**config.mk**
```make
export PLATFORM = sky130hd
export DESIGN_NAME = snax_csr_wide_bridge
export DESIGN_NICKNAME = d
export VERILOG_FILES = /design/src/rtl/snax_csr_wide_bridge.sv
export SDC_FILE = /design/constraint.sdc
export NUM_CORES = 1
export LEC_CHECK = 0
export ABC_AREA = 1
export BUFFER_PORTS_ARGS = -buffer_cell sky130_fd_sc_hd__buf_2
export CORE_MARGIN = 1.5
export CORE_UTILIZATION = 52
export CTS_BUF_LIST = sky130_fd_sc_hd__clkbuf_8
export CTS_CLUSTER_DIAMETER = 80
export DETAILED_ROUTE_END_ITERATION = 8
export PLACE_DENSITY = 0.83
export SYNTH_ARGS = -nofsm -noshare
export SYNTH_HDL_FRONTEND = slang
export SYNTH_SLANG_ARGS = --single-unit
```
**constraint.sdc**
```tcl
create_clock -name clk_i -period 2.85 [get_ports clk_i]
set_input_delay 0.57 -clock clk_i [delete_from_list [all_inputs] [get_ports clk_i]]
set_output_delay 0.57 -clock clk_i [all_outputs]
set_load 0.02 [all_outputs]
```
**src/rtl/snax_csr_wide_bridge.sv**
```systemverilog
// Bridge between the 32-bit SNAX accelerator channel and a wide CSR bus:
// packs write beats into one CSR word and serializes wide read data back.
module snax_csr_wide_bridge #(
  parameter int unsigned CsrDataWidth  = 64,
  parameter logic [31:0] CsrAddrOffset = 32'h3c0,
  parameter int unsigned IdWidth       = 5,
  parameter int unsigned RdFifoDepth   = 2
) (
  input  logic                    clk_i,
  input  logic                    rst_ni,
  input  logic                    snax_qvalid_i,
  output logic                    snax_qready_o,
  input  logic                    snax_q_write_i,
  input  logic [31:0]             snax_q_data_i,
  input  logic [31:0]             snax_q_addr_i,
  input  logic [IdWidth-1:0]      snax_q_id_i,
  output logic                    snax_pvalid_o,
  input  logic                    snax_pready_i,
  output logic [31:0]             snax_p_data_o,
  output logic [IdWidth-1:0]      snax_p_id_o,
  output logic                    snax_p_error_o,
  output logic                    csr_req_valid_o,
  input  logic                    csr_req_ready_i,
  output logic                    csr_req_write_o,
  output logic [31:0]             csr_req_addr_o,
  output logic [CsrDataWidth-1:0] csr_req_data_o,
  input  logic                    csr_rsp_valid_i,
  output logic                    csr_rsp_ready_o,
  input  logic [CsrDataWidth-1:0] csr_rsp_data_i,
  output logic                    err_pulse_o
);

  localparam int unsigned NumBeats = CsrDataWidth / 32;
  localparam int unsigned CntW     = (NumBeats > 1) ? $clog2(NumBeats) : 1;
  localparam int unsigned IdxW     = (RdFifoDepth > 1) ? $clog2(RdFifoDepth) : 1;
  localparam int unsigned PtrW     = $clog2(RdFifoDepth) + 1;

  typedef enum logic [1:0] {IDLE, COLLECT, ISSUE} state_e;

  state_e                       state_q, state_d;
  logic [CntW-1:0]              cnt_q;
  logic [31:0]                  addr_q;
  logic [NumBeats-1:0][31:0]    lane_q;
  logic [NumBeats-1:0][31:0]    wdata;

  logic [IdWidth-1:0]           fifo_mem [2**IdxW];
  logic [PtrW-1:0]              wr_ptr_q, rd_ptr_q, fifo_cnt;
  logic                         fifo_full, fifo_empty;

  logic                         ser_full_q;
  logic [CntW-1:0]              ser_lane_q;
  logic [CsrDataWidth-1:0]      ser_data_q;
  logic [IdWidth-1:0]           ser_id_q;

  logic                         partial, addr_mismatch, final_beat, discard;
  logic [CntW-1:0]              beat_idx;
  logic                         q_hs, push, pop, rsp_hs, p_hs, last_lane;

  // A write beat at a different address than the partial word restarts packing.
  assign partial       = (cnt_q != '0);
  assign addr_mismatch = snax_q_write_i && partial && (snax_q_addr_i != addr_q);
  assign beat_idx      = addr_mismatch ? '0 : cnt_q;
  assign final_beat    = (beat_idx == CntW'(NumBeats - 1));
  assign discard       = partial && (addr_mismatch || !snax_q_write_i);

  assign fifo_cnt   = wr_ptr_q - rd_ptr_q;
  assign fifo_full  = (fifo_cnt == PtrW'(RdFifoDepth));
  assign fifo_empty = (wr_ptr_q == rd_ptr_q);

  always_comb begin
    snax_qready_o   = 1'b0;
    csr_req_valid_o = 1'b0;
    csr_req_write_o = 1'b0;
    csr_req_addr_o  = '0;
    wdata           = '0;
    if (snax_qvalid_i) begin
      if (snax_q_write_i && !final_beat) begin
        snax_qready_o = 1'b1;
      end else if (snax_q_write_i) begin
        csr_req_valid_o         = 1'b1;
        csr_req_write_o         = 1'b1;
        csr_req_addr_o          = snax_q_addr_i - CsrAddrOffset;
        wdata                   = lane_q;
        wdata[NumBeats-1]       = snax_q_data_i;
        snax_qready_o           = csr_req_ready_i;
      end else if (!fifo_full) begin
        csr_req_valid_o = 1'b1;
        csr_req_addr_o  = snax_q_addr_i - CsrAddrOffset;
        snax_qready_o   = csr_req_ready_i;
      end
    end
  end

  assign csr_req_data_o = wdata;
  assign q_hs           = snax_qvalid_i && snax_qready_o;
  assign err_pulse_o    = q_hs && discard;
  assign push           = q_hs && !snax_q_write_i;

  always_comb begin
    state_d = state_q;
    if (q_hs) begin
      state_d = (snax_q_write_i && !final_beat) ? COLLECT : IDLE;
    end else if (snax_qvalid_i) begin
      state_d = ISSUE;
    end else begin
      state_d = partial ? COLLECT : IDLE;
    end
  end

  always_ff @(posedge clk_i or negedge rst_ni) begin
    if (!rst_ni) state_q <= IDLE;
    else         state_q <= state_d;
  end

  // Write packing: lanes below the final one are buffered until the last beat.
  always_ff @(posedge clk_i or negedge rst_ni) begin
    if (!rst_ni) begin
      cnt_q  <= '0;
      addr_q <= '0;
      lane_q <= '0;
    end else if (q_hs) begin
      if (snax_q_write_i && !final_beat) begin
        lane_q[beat_idx] <= snax_q_data_i;
        cnt_q            <= beat_idx + CntW'(1);
        if (beat_idx == '0) addr_q <= snax_q_addr_i;
      end else begin
        cnt_q <= '0;
      end
    end
  end

  // Read-ID FIFO: the head stays valid until its last response lane is sent.
  always_ff @(posedge clk_i or negedge rst_ni) begin
    if (!rst_ni) begin
      wr_ptr_q <= '0;
      rd_ptr_q <= '0;
    end else begin
      if (push) wr_ptr_q <= wr_ptr_q + PtrW'(1);
      if (pop)  rd_ptr_q <= rd_ptr_q + PtrW'(1);
    end
  end

  always_ff @(posedge clk_i) begin
    if (push) fifo_mem[IdxW'(wr_ptr_q)] <= snax_q_id_i;
  end

  assign csr_rsp_ready_o = !ser_full_q && !fifo_empty;
  assign rsp_hs          = csr_rsp_valid_i && csr_rsp_ready_o;
  assign p_hs            = ser_full_q && snax_pready_i;
  assign last_lane       = (ser_lane_q == CntW'(NumBeats - 1));
  assign pop             = p_hs && last_lane;

  // Serializer: lane 0 sits in the low 32 bits and the word shifts down per beat.
  always_ff @(posedge clk_i or negedge rst_ni) begin
    if (!rst_ni) begin
      ser_full_q <= 1'b0;
      ser_lane_q <= '0;
      ser_data_q <= '0;
      ser_id_q   <= '0;
    end else if (rsp_hs) begin
      ser_full_q <= 1'b1;
      ser_lane_q <= '0;
      ser_data_q <= csr_rsp_data_i;
      ser_id_q   <= fifo_mem[IdxW'(rd_ptr_q)];
    end else if (p_hs) begin
      ser_data_q <= ser_data_q >> 32;
      if (last_lane) ser_full_q <= 1'b0;
      else           ser_lane_q <= ser_lane_q + CntW'(1);
    end
  end

  assign snax_pvalid_o  = ser_full_q;
  assign snax_p_data_o  = ser_data_q[31:0];
  assign snax_p_id_o    = ser_id_q;
  assign snax_p_error_o = 1'b0;

  rsp_without_read: assert property (@(posedge clk_i) disable iff (!rst_ni)
    csr_rsp_valid_i |-> !fifo_empty);

endmodule

```
After elaboration in Yosys (flattened, before gate mapping)
Memory sizes are Yosys's and may differ from the RTL's. A register that Yosys moved wholly into a read port is not among the register bits.
Index checks and enable logic that the tools add are counted.
- add/subtract/negate cells: 6
- multiply operators: 0
- div/mod/pow operators: 0
- magnitude comparators: 2
- eq/ne operators: 3
- shifts and indexed selects: 0
- muxes and demuxes: 33
- bitwise operators: 1
- reduce and logical (&&, ||, !) cells: 23
- operators with widths (kind ; count):
    $mux 64 ; 5
    $mux 32 ; 5
    $bwmux 64 ; 1
    $demux 32 s1 ; 1
    $ne 32x32->1 ; 1
    $sub 32x10->32 const B ; 1
    $mux 1 ; 21
    $logic_and 1x1->1 ; 12
    $logic_not 1->1 ; 5
    $add 2x1->2 const B ; 2
    $reduce_and 2->1 ; 2
    $reduce_bool 2->1 ; 2
    $reduce_and 3->1 ; 1
    $add 1x1->1 const B ; 2
    $eq 2x2->1 ; 1
    $eq 2x2->1 const B ; 1
    $lt 1x2->1 const B ; 1
    $sub 2x2->2 ; 1
    $ge 1x1->1 const B ; 1
    $logic_or 1x1->1 ; 1
    $not 1->1 ; 1
- register bits after elaboration: 167
- bits in latches: 0
- memory bits (writable): 10
- memory bits (read-only): 0
- input bits: 140
- memories kept: 1
- memories (memory ; depth ; width ; rd ports ; clocked after Yosys merged registers in ; write ports ; line ; text):
    fifo_mem ; 2 ; 5 ; 1 ; 1 ; 1 ; 46 ; logic [IdWidth-1:0] fifo_mem [2**IdxW];

Depth between registers and ports, before layout
- depth in word-level cells: 11
- depth in mapped cells: 13
- gate-level depth less buffers: 13

Least setup slack after synthesis
No wires, ideal clock.
- path type: input-to-output
- start: in snax_q_addr_i[6]
- end: out csr_req_addr_o[30]
- arrival time: 2042 ps
- required time: 2280 ps
- setup slack: 238 ps
- stages on the path: 11
- buffers on the path: 0
- path through: ha_1 -> nand2_1 -> o21ai_0 -> nor2_1 -> nand2_1 -> inv_2 -> nand2_1 -> nor2_1 -> nand2_1 -> xor2_1 -> nor2_1
- cells in the longest elaborated chain, start to end: 7
- elaborated cells on any way between the ends: 10
- classes of those cells: add/sub (1); eq/ne (1); mux (5); reduce/logical (3)
- ends and longest elaborated chain (item ; line ; text):
    from (decl) ; 15 ; input logic [31:0] snax_q_addr_i,
    branches (longest 5 deep; another with $sub 32x10->32) ; -- ;
    $mux 32 * ; 77 ; if (snax_q_write_i && !final_beat) begin
    $mux 32 * ; 76 ; if (snax_qvalid_i) begin
    to (decl) ; 25 ; output logic [31:0] csr_req_addr_o,
Every way passes the cells marked *.

Worst setup path after layout
- start: reg addr_q[10]
- end: out csr_req_data_o[18]
- cells in the longest elaborated chain, start to end: 7
- ends and longest elaborated chain (item ; line ; text):
    from (decl) ; 42 ; logic [31:0] addr_q;
    from (signal assigned) ; 125 ; if (beat_idx == '0) addr_q <= snax_q_addr_i;
    $ne 32x32->1 ; 61 ; assign addr_mismatch = snax_q_write_i && partial && (snax_q_addr_i != addr_q);
    $logic_and 1x1->1 ; 61 ;
    $mux 1 ; 62 ; assign beat_idx = addr_mismatch ? '0 : cnt_q;
    $logic_not 1->1 ; 77 ;
    $logic_and 1x1->1 ; 77 ;
    $mux 64 ; 77 ;
    $mux 64 ; 76 ;
    to (decl) ; 26 ; output logic [CsrDataWidth-1:0] csr_req_data_o,
Every way passes these cells.

==> run_results.csv <==
group,metric,value,unit
clock_network,cts_root_buf,"clkbuf_8",
cells_and_area,fillCellCount,1017,
synthesis,synth_common_cells,"229 x nand2_1, 143 x inv_1, 140 x dfrtp_1",
critical_path,crit_family,"simple AND/OR/NAND/NOR gates",
timing,final-max-slew-violation-count,0,
timing,layout_min_cycle_time,3.08,ns
clock_network,cts_hold_buf,0,
timing,worst_slew_pin_slew,0.508,ns
critical_path,worst_ep_arrival_time,2.51,ns
global_route,use_met2,42.7,%
synthesis,ys_seq_elements,150,
floorplan,core,14600,µm²
global_route,grt_antenna_before_repair,0,
pwr,vdd_drop_max,0.000444,V
routing,firstDrtPassIters,5,
global_route,grt_busiest_layer,"met2",
floorplan,die_y,125,µm
pwr,powerDensity,684,nW/µm²
global_route,grt_max_degree,124,
timing,setup_slack,-0.232,ns
critical_path,slowest_stage,"dfrtp_1",
timing,relSlewSlack,66.1,%
routing,wire_per_inst,15.6,µm
critical_path,critPathCaptureType,"output port",
place,place_congestion,0.926,
synthesis,syn_area,7780,µm²
clock_network,clk_pin_slew,0.09,ns
timing,timing.fmax,324,MHz
synthesis,synth_edf_count,10,
place,pre_cts_ws,-0.0827,ns
global_route,use_met1,31.8,%
timing,hold_viol_final,0,
place,place_hpwl,13900,µm
hold_path,hold_path_class,"input pin to asynchronous set/reset pin",
synthesis,yosys_most_used_dff,"dfrtp_1",
synthesis,yosysMostFrequentCell,"nand2_1",
floorplan,rows,44,
clock_network,clock-sinks,150,
routing,vias,7534,
global_route,gr-total-overflow,0,
critical_path,cp_max_fo,17,
synthesis,ys_seq_area_share,48.9,%
job,drv_cap,0,
routing,vias_per_cell,5.22,
clock_network,cts-buffers-inserted,17,
routing,drt-initial-drc-count,523,
cells_and_area,multi_input_area,3240,µm²
critical_path,path_buf_inv,4,
global_route,grt_pass1_vias,6770,
synthesis,async_reset_ff_share,93.3,%
routing,routed_wl,22500,µm
routing,drc,0,
place,portBuffers,278,
synthesis,avgSynthCellArea,7.87,µm²
global_route,use_met3,5.18,%
run_status,status,"finished, violations left",
cells_and_area,regArea,3800,µm²
floorplan,io_pins,280,
cells_and_area,fin_nets,1385,
critical_path,slowest_delay,0.41,ns
clock_network,ctsHtreeMaxLevel,4,
clock_network,tritoncts,"yes",
floorplan,fp.dieW,125,µm
timing,setup_viol,98,
floorplan,start_util,53.4,%
cells_and_area,area_delta_synth_final,34.0,%
synthesis,synth_top_area_share,45.0,%
pwr,p_leak,5.38,nW
synthesis,synth_cells,989,
critical_path,path_cells,"xnor2_1 -> nand2_1 -> nor2_1 -> nand2_1 -> nor2_4 -> buf_6 -> nand4_1 -> buf_6 -> buf_16 -> nor2_1 -> buf_4",
synthesis,ys_top_cells_by_area,"dfrtp_1 45%, nand2_1 11%, inv_1 6.9%",
timing,skew,0.0136,ns
critical_path,required,2.28,ns
critical_path,critical_path_class,"flip-flop to output port",
synthesis,yosysUniqueCellTypes,32,
clock_network,clockBufferDepth,2,
timing,holdWs,0.0453,ns
global_route,grt.total_usage,25.3,%
run_status,violations,"negative setup slack",
synthesis,syn_nets,1130,
timing,rsz0062_at_grt,"yes",
routing,postRouteAntennaNets,0,
synthesis,yosysTopAreaCell,"dfrtp_1",
floorplan,die_area,15700,µm²
clock_network,clock_latency,0.46,ns
synthesis,ys_warn_count,0,
global_route,grt_first_pass_wirelength,32200,µm
cells_and_area,drive_gt1_share,34.4,%
critical_path,cp-start-kind,"flip-flop",
timing,fin_crit_sh,108,%
[area by class of cell]
| class | instances | area share (%) |
|---|---|---|
| flip-flops and latches | 150 | 36.5 |
| multi-input cells | 611 | 31.1 |
| repair buffers | 314 | 21.4 |
| inverters | 150 | 5.40 |
| clock buffers | 18 | 2.37 |
| well taps | 184 | 2.21 |
| clock inverters | 14 | 1.09 |
| diodes | 1 | 0.0240 |
[worst register-to-register path, cell delays in order, from the launching register on]
cell,delay (ns)
dfrtp_1,0.41
xnor2_1,0.24
nand2_1,0.10
nor2_1,0.13
nand2_1,0.11
nor2_4,0.13
buf_4,0.14
nand3_4,0.09
buf_6,0.15
nand2_4,0.07
buf_12,0.40
nand2_1,0.18
o21ai_1,0.14
[state kept, by name, summed over array words and instances (netlist names), 2 cells and up]
register and flops:
ser_data_q 64, addr_q 32, lane_q 32, fifo_mem 10, snax_p_id_o 5, rd_ptr_q 2
wr_ptr_q 2
[cells by family (layout without fill, tap and decap cells)]
family,after synthesis,after routing,synth area share (%)
compound gates,135,135,9.92
buf+inv,228,496,13.8
xor+xnor,44,44,4.95
flops,150,150,48.9
simple gates,430,430,22.3
other cells,1,2,0.0482
fa+ha+maj,1,1,0.161
[metrics by stage]
stage	total power, mW	cell area [µm²]	util [%]	TNS, ns	std cells
floorplan	4.94	7780	-	0	989
global placement	5.43	9150	62.7	-0.224	1397
detailed placement	5.50	9150	62.7	-0.248	1397
CTS	7.04	9820	67.3	-0.0759	1433
global route	7.59	10400	71.5	-19.16	1441
finish	7.14	10400	71.5	-12.13	1442
[per-layer routing]
layer / vias up / part of all wire (%)
li1: 3539 / -
met4: 0 / 4.6
met3: 84 / 6.1
met5: - / 0
met1: 3562 / 38
met2: 349 / 51
[report_power, final]
| group | switching (mW) | internal [mW] |
|---|---|---|
| Clock | 0.813 | 0.703 |
| Sequential | 0.308 | 2.71 |
| Combinational | 1.67 | 0.926 |
[repair_timing]
item | in CTS | in global routing
cloned | 1 | 6
setup endpoints to repair | 81 | 98
resized for setup | 98 | 143
pin swaps | 4 | 6
setup buffers | 3 | 2
[path summary, 6_finish.rpt]
check | depth (start not counted) | startpoint | end | slack (ns)
hold / removal | 1 | rst_ni | addr_q[15] | 0.05
setup / recovery | 11 | addr_q[10] | csr_req_data_o[18] | -0.23
min in group clk_i | 1 | snax_q_id_i[0] | fifo_mem[1][0] | 0.31
hold reg to reg | 2 | snax_p_id_o[0] | snax_p_id_o[0] | 0.48
max in group asynchronous | 2 | rst_ni | ser_data_q[29] | 2.02
setup reg to reg | 12 | addr_q[10] | lane_q[25] | 0.49
[cell usage in the layout (no fill, tap or decap), drive strengths merged]
cell type	n
clkinv	6
nor4	1
buf	310
clkbuf	22
nand4	4
ha	1
nor2	139
and3	1
nand2	231
o31ai	5
nand3	50
conb	1
inv	153
o211ai	32
bufinv	1
xor2	21
clkinvlp	4
diode	1
a21oi	4
xnor2	23
edfxtp	10
nor3	4
o21ai	94
dfrtp	140
Power figures use the tool's default switching activity.
